==> src/rtl/pipe_adder_pkg.sv <==
// Shared arithmetic defaults for the segmented pipelined adder.
// Operand width and per-stage segment width live here.
package pipe_adder_pkg;

  localparam int PA_WIDTH = 16;
  localparam int PA_SEG   = 4;

  function automatic logic ovf_of(
    input logic am,
    input logic bm,
    input logic sm
  );
    return (am == bm) && (sm != am);
  endfunction

endpackage

==> src/rtl/adder_slice.sv <==
// One SEG-bit registered add stage with carry in/out.
// Holds its result and carry while the enable is low.
module adder_slice #(
  parameter int W = 4
) (
  input  logic         clk,
  input  logic         rst_n,
  input  logic         i_en,
  input  logic [W-1:0] i_a,
  input  logic [W-1:0] i_b,
  input  logic         i_cin,
  output logic [W-1:0] o_sum,
  output logic         o_cout
);

  logic [W:0]   w_add;
  logic [W-1:0] r_sum;
  logic         r_cout;

  assign w_add = {1'b0, i_a} + {1'b0, i_b}
               + {{W{1'b0}}, i_cin};

  always_ff @(posedge clk or negedge rst_n) begin
    if (!rst_n) begin
      r_sum  <= '0;
      r_cout <= 1'b0;
    end else if (i_en) begin
      r_sum  <= w_add[W-1:0];
      r_cout <= w_add[W];
    end
  end

  assign o_sum  = r_sum;
  assign o_cout = r_cout;

endmodule

==> src/rtl/pipe_adder.sv <==
// Segmented pipelined add/sub with valid/ready flow control.
// Stage k adds slice k; operands are skewed in, results deskewed out.
module pipe_adder
  import pipe_adder_pkg::*;
#(
  parameter int WIDTH = PA_WIDTH,
  parameter int SEG   = PA_SEG
) (
  input  logic             clk,
  input  logic             rst_n,
  input  logic             in_valid,
  output logic             in_ready,
  input  logic [WIDTH-1:0] a,
  input  logic [WIDTH-1:0] b,
  input  logic             cin,
  input  logic             sub,
  output logic             out_valid,
  input  logic             out_ready,
  output logic [WIDTH-1:0] sum,
  output logic             cout,
  output logic             ovf
);

  localparam int STAGES = WIDTH / SEG;

  if ((WIDTH % SEG) != 0 || WIDTH < SEG) begin : g_chk
    $error("pipe_adder: WIDTH must be a nonzero multiple of SEG");
  end

  logic                         w_en;
  logic [WIDTH-1:0]             w_beff;
  logic                         w_ceff;
  logic [STAGES-1:0]            r_v;
  logic [STAGES-1:0][SEG-1:0]   w_sa;
  logic [STAGES-1:0][SEG-1:0]   w_sb;
  logic [STAGES-1:0][SEG-1:0]   w_sl;
  logic [STAGES-1:0][SEG-1:0]   w_so;
  logic [STAGES:0]              w_c;
  logic                         r_amsb;
  logic                         r_bmsb;

  // One global enable freezes the whole pipe on a stalled output.
  assign w_en      = !r_v[STAGES-1] | out_ready;
  assign in_ready  = w_en;
  assign out_valid = r_v[STAGES-1];

  assign w_beff = sub ? ~b : b;
  assign w_ceff = sub ? ~cin : cin;
  assign w_c[0] = w_ceff;

  always_ff @(posedge clk or negedge rst_n) begin
    if (!rst_n) begin
      r_v <= '0;
    end else if (w_en) begin
      r_v <= (r_v << 1) | STAGES'(in_valid);
    end
  end

  for (genvar k = 0; k < STAGES; k++) begin : g_stage
    localparam int D = STAGES - 1 - k;

    if (k == 0) begin : g_nosk
      assign w_sa[k] = a[SEG-1:0];
      assign w_sb[k] = w_beff[SEG-1:0];
    end else begin : g_sk
      logic [SEG-1:0] r_ad [k];
      logic [SEG-1:0] r_bd [k];

      always_ff @(posedge clk or negedge rst_n) begin
        if (!rst_n) begin
          for (int d = 0; d < k; d++) begin
            r_ad[d] <= '0;
            r_bd[d] <= '0;
          end
        end else if (w_en) begin
          r_ad[0] <= a[k*SEG +: SEG];
          r_bd[0] <= w_beff[k*SEG +: SEG];
          for (int d = 1; d < k; d++) begin
            r_ad[d] <= r_ad[d-1];
            r_bd[d] <= r_bd[d-1];
          end
        end
      end

      assign w_sa[k] = r_ad[k-1];
      assign w_sb[k] = r_bd[k-1];
    end

    adder_slice #(
      .W(SEG)
    ) u_slice (
      .clk    (clk),
      .rst_n  (rst_n),
      .i_en   (w_en),
      .i_a    (w_sa[k]),
      .i_b    (w_sb[k]),
      .i_cin  (w_c[k]),
      .o_sum  (w_sl[k]),
      .o_cout (w_c[k+1])
    );

    if (D == 0) begin : g_nods
      assign w_so[k] = w_sl[k];
    end else begin : g_ds
      logic [SEG-1:0] r_sd [D];

      always_ff @(posedge clk or negedge rst_n) begin
        if (!rst_n) begin
          for (int d = 0; d < D; d++) begin
            r_sd[d] <= '0;
          end
        end else if (w_en) begin
          r_sd[0] <= w_sl[k];
          for (int d = 1; d < D; d++) begin
            r_sd[d] <= r_sd[d-1];
          end
        end
      end

      assign w_so[k] = r_sd[D-1];
    end
  end

  // Operand sign bits travel with the top slice for overflow.
  always_ff @(posedge clk or negedge rst_n) begin
    if (!rst_n) begin
      r_amsb <= 1'b0;
      r_bmsb <= 1'b0;
    end else if (w_en) begin
      r_amsb <= w_sa[STAGES-1][SEG-1];
      r_bmsb <= w_sb[STAGES-1][SEG-1];
    end
  end

  assign sum  = w_so;
  assign cout = w_c[STAGES];
  assign ovf  = ovf_of(r_amsb, r_bmsb, sum[WIDTH-1]);

endmodule

==> config.mk <==
export PLATFORM = sky130hd
export DESIGN_NAME = pipe_adder
export DESIGN_NICKNAME = d
export VERILOG_FILES = /design/src/rtl/pipe_adder_pkg.sv /design/src/rtl/adder_slice.sv /design/src/rtl/pipe_adder.sv
export SDC_FILE = /design/constraint.sdc
export NUM_CORES = 1
export LEC_CHECK = 0
export ABC_CLOCK_PERIOD_IN_PS = 1750
export BUFFER_PORTS_ARGS = -buffer_cell sky130_fd_sc_hd__buf_2
export CORE_MARGIN = 2
export CORE_UTILIZATION = 40
export DETAILED_ROUTE_END_ITERATION = 10
export PLACE_DENSITY = 0.59
export SYNTH_ARGS = -nofsm -noshare
export SYNTH_HDL_FRONTEND = slang
export SYNTH_SLANG_ARGS = --single-unit
==> constraint.sdc <==
create_clock -name clk -period 1.75 [get_ports clk]
set_clock_uncertainty 0.2 [all_clocks]
set_input_delay 0 -clock clk [delete_from_list [all_inputs] [get_ports clk]]
set_output_delay 0 -clock clk [all_outputs]
set_load 0.05 [all_outputs]
==> run summary <==
Core ar.: 10840 um^2
total track usage: 15.18%
clk slew on worst S/H paths: 0.09 ns
io pins: 58
non-filler cells, final: 707
fin. max-slew vios: 0
sequential share of power: 39.4%
first-pass GRT wire length: 14220 um
Crit. End Element: flip-flop
compound-gate portion of the synthesized area: 6.229%
ant diodes: 0
crit start category: flip-flop
Max stage delay cell, worst path: dfrtp_1
Setup WS pre-CTS: -0.1398 ns
Psw: 3.851 mW
Synth Area in XOR/XNOR: 4.538%
GR Overflow Total: 0
setup ws final: -0.1169 ns
FF+latch count, synth: 98
largest net degree at the start of global routing: 59
layout cells sized above 1: 20.28%
via count: 3213
CP Max Fanout: 2
hpwl dp: 5634 um
total negative slack: -0.2717 ns
post-synthesis adder-cell area fraction: 6.990%
Slew @ Worst Pin: 0.4781 ns
commonest non-fill, non-tap cell in the layout: nand2_1
outcome: complete, but fails checks
drt via density: 4.545
peak supply drop: 1024 uV
simple-gate share of the synthesized area: 20.49%
yosys synthesis warning count: 0
initial core utilization: 40.95%
RSZ-0062 raised after global routing: true
Int Power: 5.849 mW
Tmin final: 1.867 ns
DP Cell Count: 649
Initial DRT Pass Iterations: 6
Sink Count: 98
required time of the critical path: 1.79 ns
Die Ht: 109.3 um
vias in the first global route: 3241
Gate power share: 42.1%
Worst slew margin: 68.12%
CTS buffer count: 9
Netlist cell types: 26
Syn Std Cell Area: 4439 um^2
Clock Path Buffers: 2
max_cap viols: 0
cell area after placement: 4848 um^2
Design Area, Final: 5540 um^2
commonest cells after routing, fill and taps aside: 219 x nand2_1, 98 x dfrtp_1, 55 x buf_2, 36 x dlygate4sd3_1
Clk network pwr share: 18.5%
Hold Violations, Final: 0
fin crit share: 106.7%
Total Routed Length: 8376 um
Mean Syn Cell Area: 9.445 um^2
Syn Nets: 528
HP Class: in -> reg
violated checks: setup timing
most frequent CP cell: fa_2
layout overhead on the synthesized area: 24.80%
Initial DRC Count: 145
fin nets: 620
PD cells: 1751 nW/um^2
slowest stage delay, CP: 0.41 ns
Critical path buffers and inverters: 0
register area share after synthesis: 55.24%
row count: 38
Setup-failing EPs final: 3
IO Port Bufs: 57
CTS tree: built
main combinational cell family by area after synthesis: simple AND/OR/NAND/NOR gates
Peak Freq: 535.6 MHz
clock latency on the worst-skew pair: 0.36 ns
initial antenna violation count: 0
die area: 11960 um^2
Switching Fraction: 39.70%
H-tree lvl count: 3
Top delay family on crit path: adder cells
crit path DAT: 1.90 ns
CP Cell Sequence: fa_2, fa_2, a21o_1, a21oi_2, a21oi_1
post-synthesis cell count: 470
clk root buf: clkbuf_8
Setup CP Type: reg -> reg
Avg WL per Cell: 11.85 um
RePlAce Congestion: 0.7941
Leakage Power: 2.838 nW
Chip Width: 109.3 um
Hold WS: 0.005931 ns
Final ANT Viol Nets: 0
drt drc: 0
post-synthesis mux area share: 0.2255%
==> power by group through the flow <==
stage                     registers, mW  logic (mW)  clock network (mW)
after global routing               3.95        4.64                1.93
after floorplan                    4.15        2.79                   0
final                              3.82        4.08                1.79
after detailed placement           3.88        3.85                   0
after global placement             3.84        3.77                   0
after CTS                          3.84        4.02                1.84
==> registers in the layout, summed over array words and instances (netlist names) <==
register,count
r_bmsb,1
r_v,4
sum,8
g_stage.g_ds.r_sd,16
g_stage.g_sk.r_ad,24
g_stage.g_sk.r_bd,24
r_amsb,1
g_stage.u_slice.o_cout,4
g_stage.u_slice.o_sum,16
==> metrics by stage <==
| step | util (%) | power, mW |
|---|---|---|
| after floorplan | - | 6.941 |
| after global placement | 44.73 | 7.608 |
| after detailed placement | 44.73 | 7.731 |
| after CTS | 50.60 | 9.694 |
| after global routing | 51.11 | 10.52 |
| final | 51.11 | 9.700 |
==> worst min-delay path, stage by stage <==
cell and delay [ns]:
buf_2 0.14, buf_4 0.19, xnor2_1 0.12, o21ai_0 0.07
==> cells in the mapped netlist <==
| cell type | instances | area (um^2) |
|---|---|---|
| a21oi_2 | 3 | 26.28 |
| buf_4 | 15 | 112.6 |
| inv_1 | 11 | 41.29 |
| xor2_1 | 9 | 78.83 |
| xnor2_1 | 14 | 122.6 |
| a21oi_1 | 10 | 50.05 |
| o21ai_0 | 22 | 110.1 |
| fa_1 | 8 | 160.2 |
| nand2b_1 | 1 | 6.260 |
| o21ai_1 | 6 | 30.03 |
| nor2_1 | 11 | 41.29 |
| buf_2 | 10 | 50.05 |
| a21o_1 | 5 | 37.54 |
| ha_1 | 12 | 150.1 |
| nor2b_4 | 1 | 13.76 |
| mux2i_1 | 1 | 10.01 |
| nand2_1 | 219 | 822.0 |
| inv_2 | 1 | 3.750 |
| a22oi_1 | 1 | 7.510 |
| a221oi_2 | 1 | 15.01 |
| nor2b_1 | 1 | 6.260 |
| nor3_1 | 1 | 5.000 |
| clkbuf_1 | 1 | 3.750 |
| nor3b_1 | 2 | 15.01 |
| dfrtp_1 | 98 | 2452 |
| buf_6 | 6 | 67.56 |
==> logic make-up (layout without fill, tap and decap cells) <==
kind of cell             count (synthesis)  count (layout)
AO/OA/AOI/OAI                           48              48
XOR/XNOR                                23              23
adder cells (fa/ha/maj)                 20              20
buffers and inverters                   44             141
flip-flops                              98              98
multiplexers                             1               1
AND/OR/NAND/NOR                        236             236
==> per-layer routing <==
layer,share of wire (%),track usage (%),vias up
met3,2.6,2.253,6
li1,-,-,1631
met1,46,18.76,1525
met5,0,0,-
met2,50,26.59,51
met4,1.2,6.239,0
==> repair_timing <==
item,4_1_cts,5_1_grt
resized for setup,7,10
setup endpoints to repair,7,11
setup buffers,1,5
hold endpoints to repair,169,0
hold buffers,36,0
pin swaps,6,11
==> cell type report <==
cell class	instances	area [um^2]
fill	1040	5300
multi-input combinational	328	1753
sequential	98	2452
tap	140	175.2
timing repair buffer	113	863.3
clock buffer	11	151.4
inverter	12	45.04
clock inverter	5	100.1
==> path summary, 6_finish.rpt <==
check	startpoint	end	slack, ns	cells after the start
setup / recovery	g_stage[1].g_sk.r_ad[0]	g_stage[1].u_slice.o_cout	-0.12	5
hold / removal	sub	g_stage[1].g_sk.r_bd[3]	0.006	4
setup reg to reg	g_stage[1].g_sk.r_ad[0]	g_stage[1].u_slice.o_cout	-0.12	5
hold reg to reg	r_v[2]	r_v[3]	0.27	1
max in group asynchronous	rst_n	g_stage[1].g_sk.r_bd[3]	0.33	4
min in group asynchronous	rst_n	g_stage[3].g_sk.r_ad[9]	0.47	3
No activity file was read; power rests on OpenSTA's default activity.
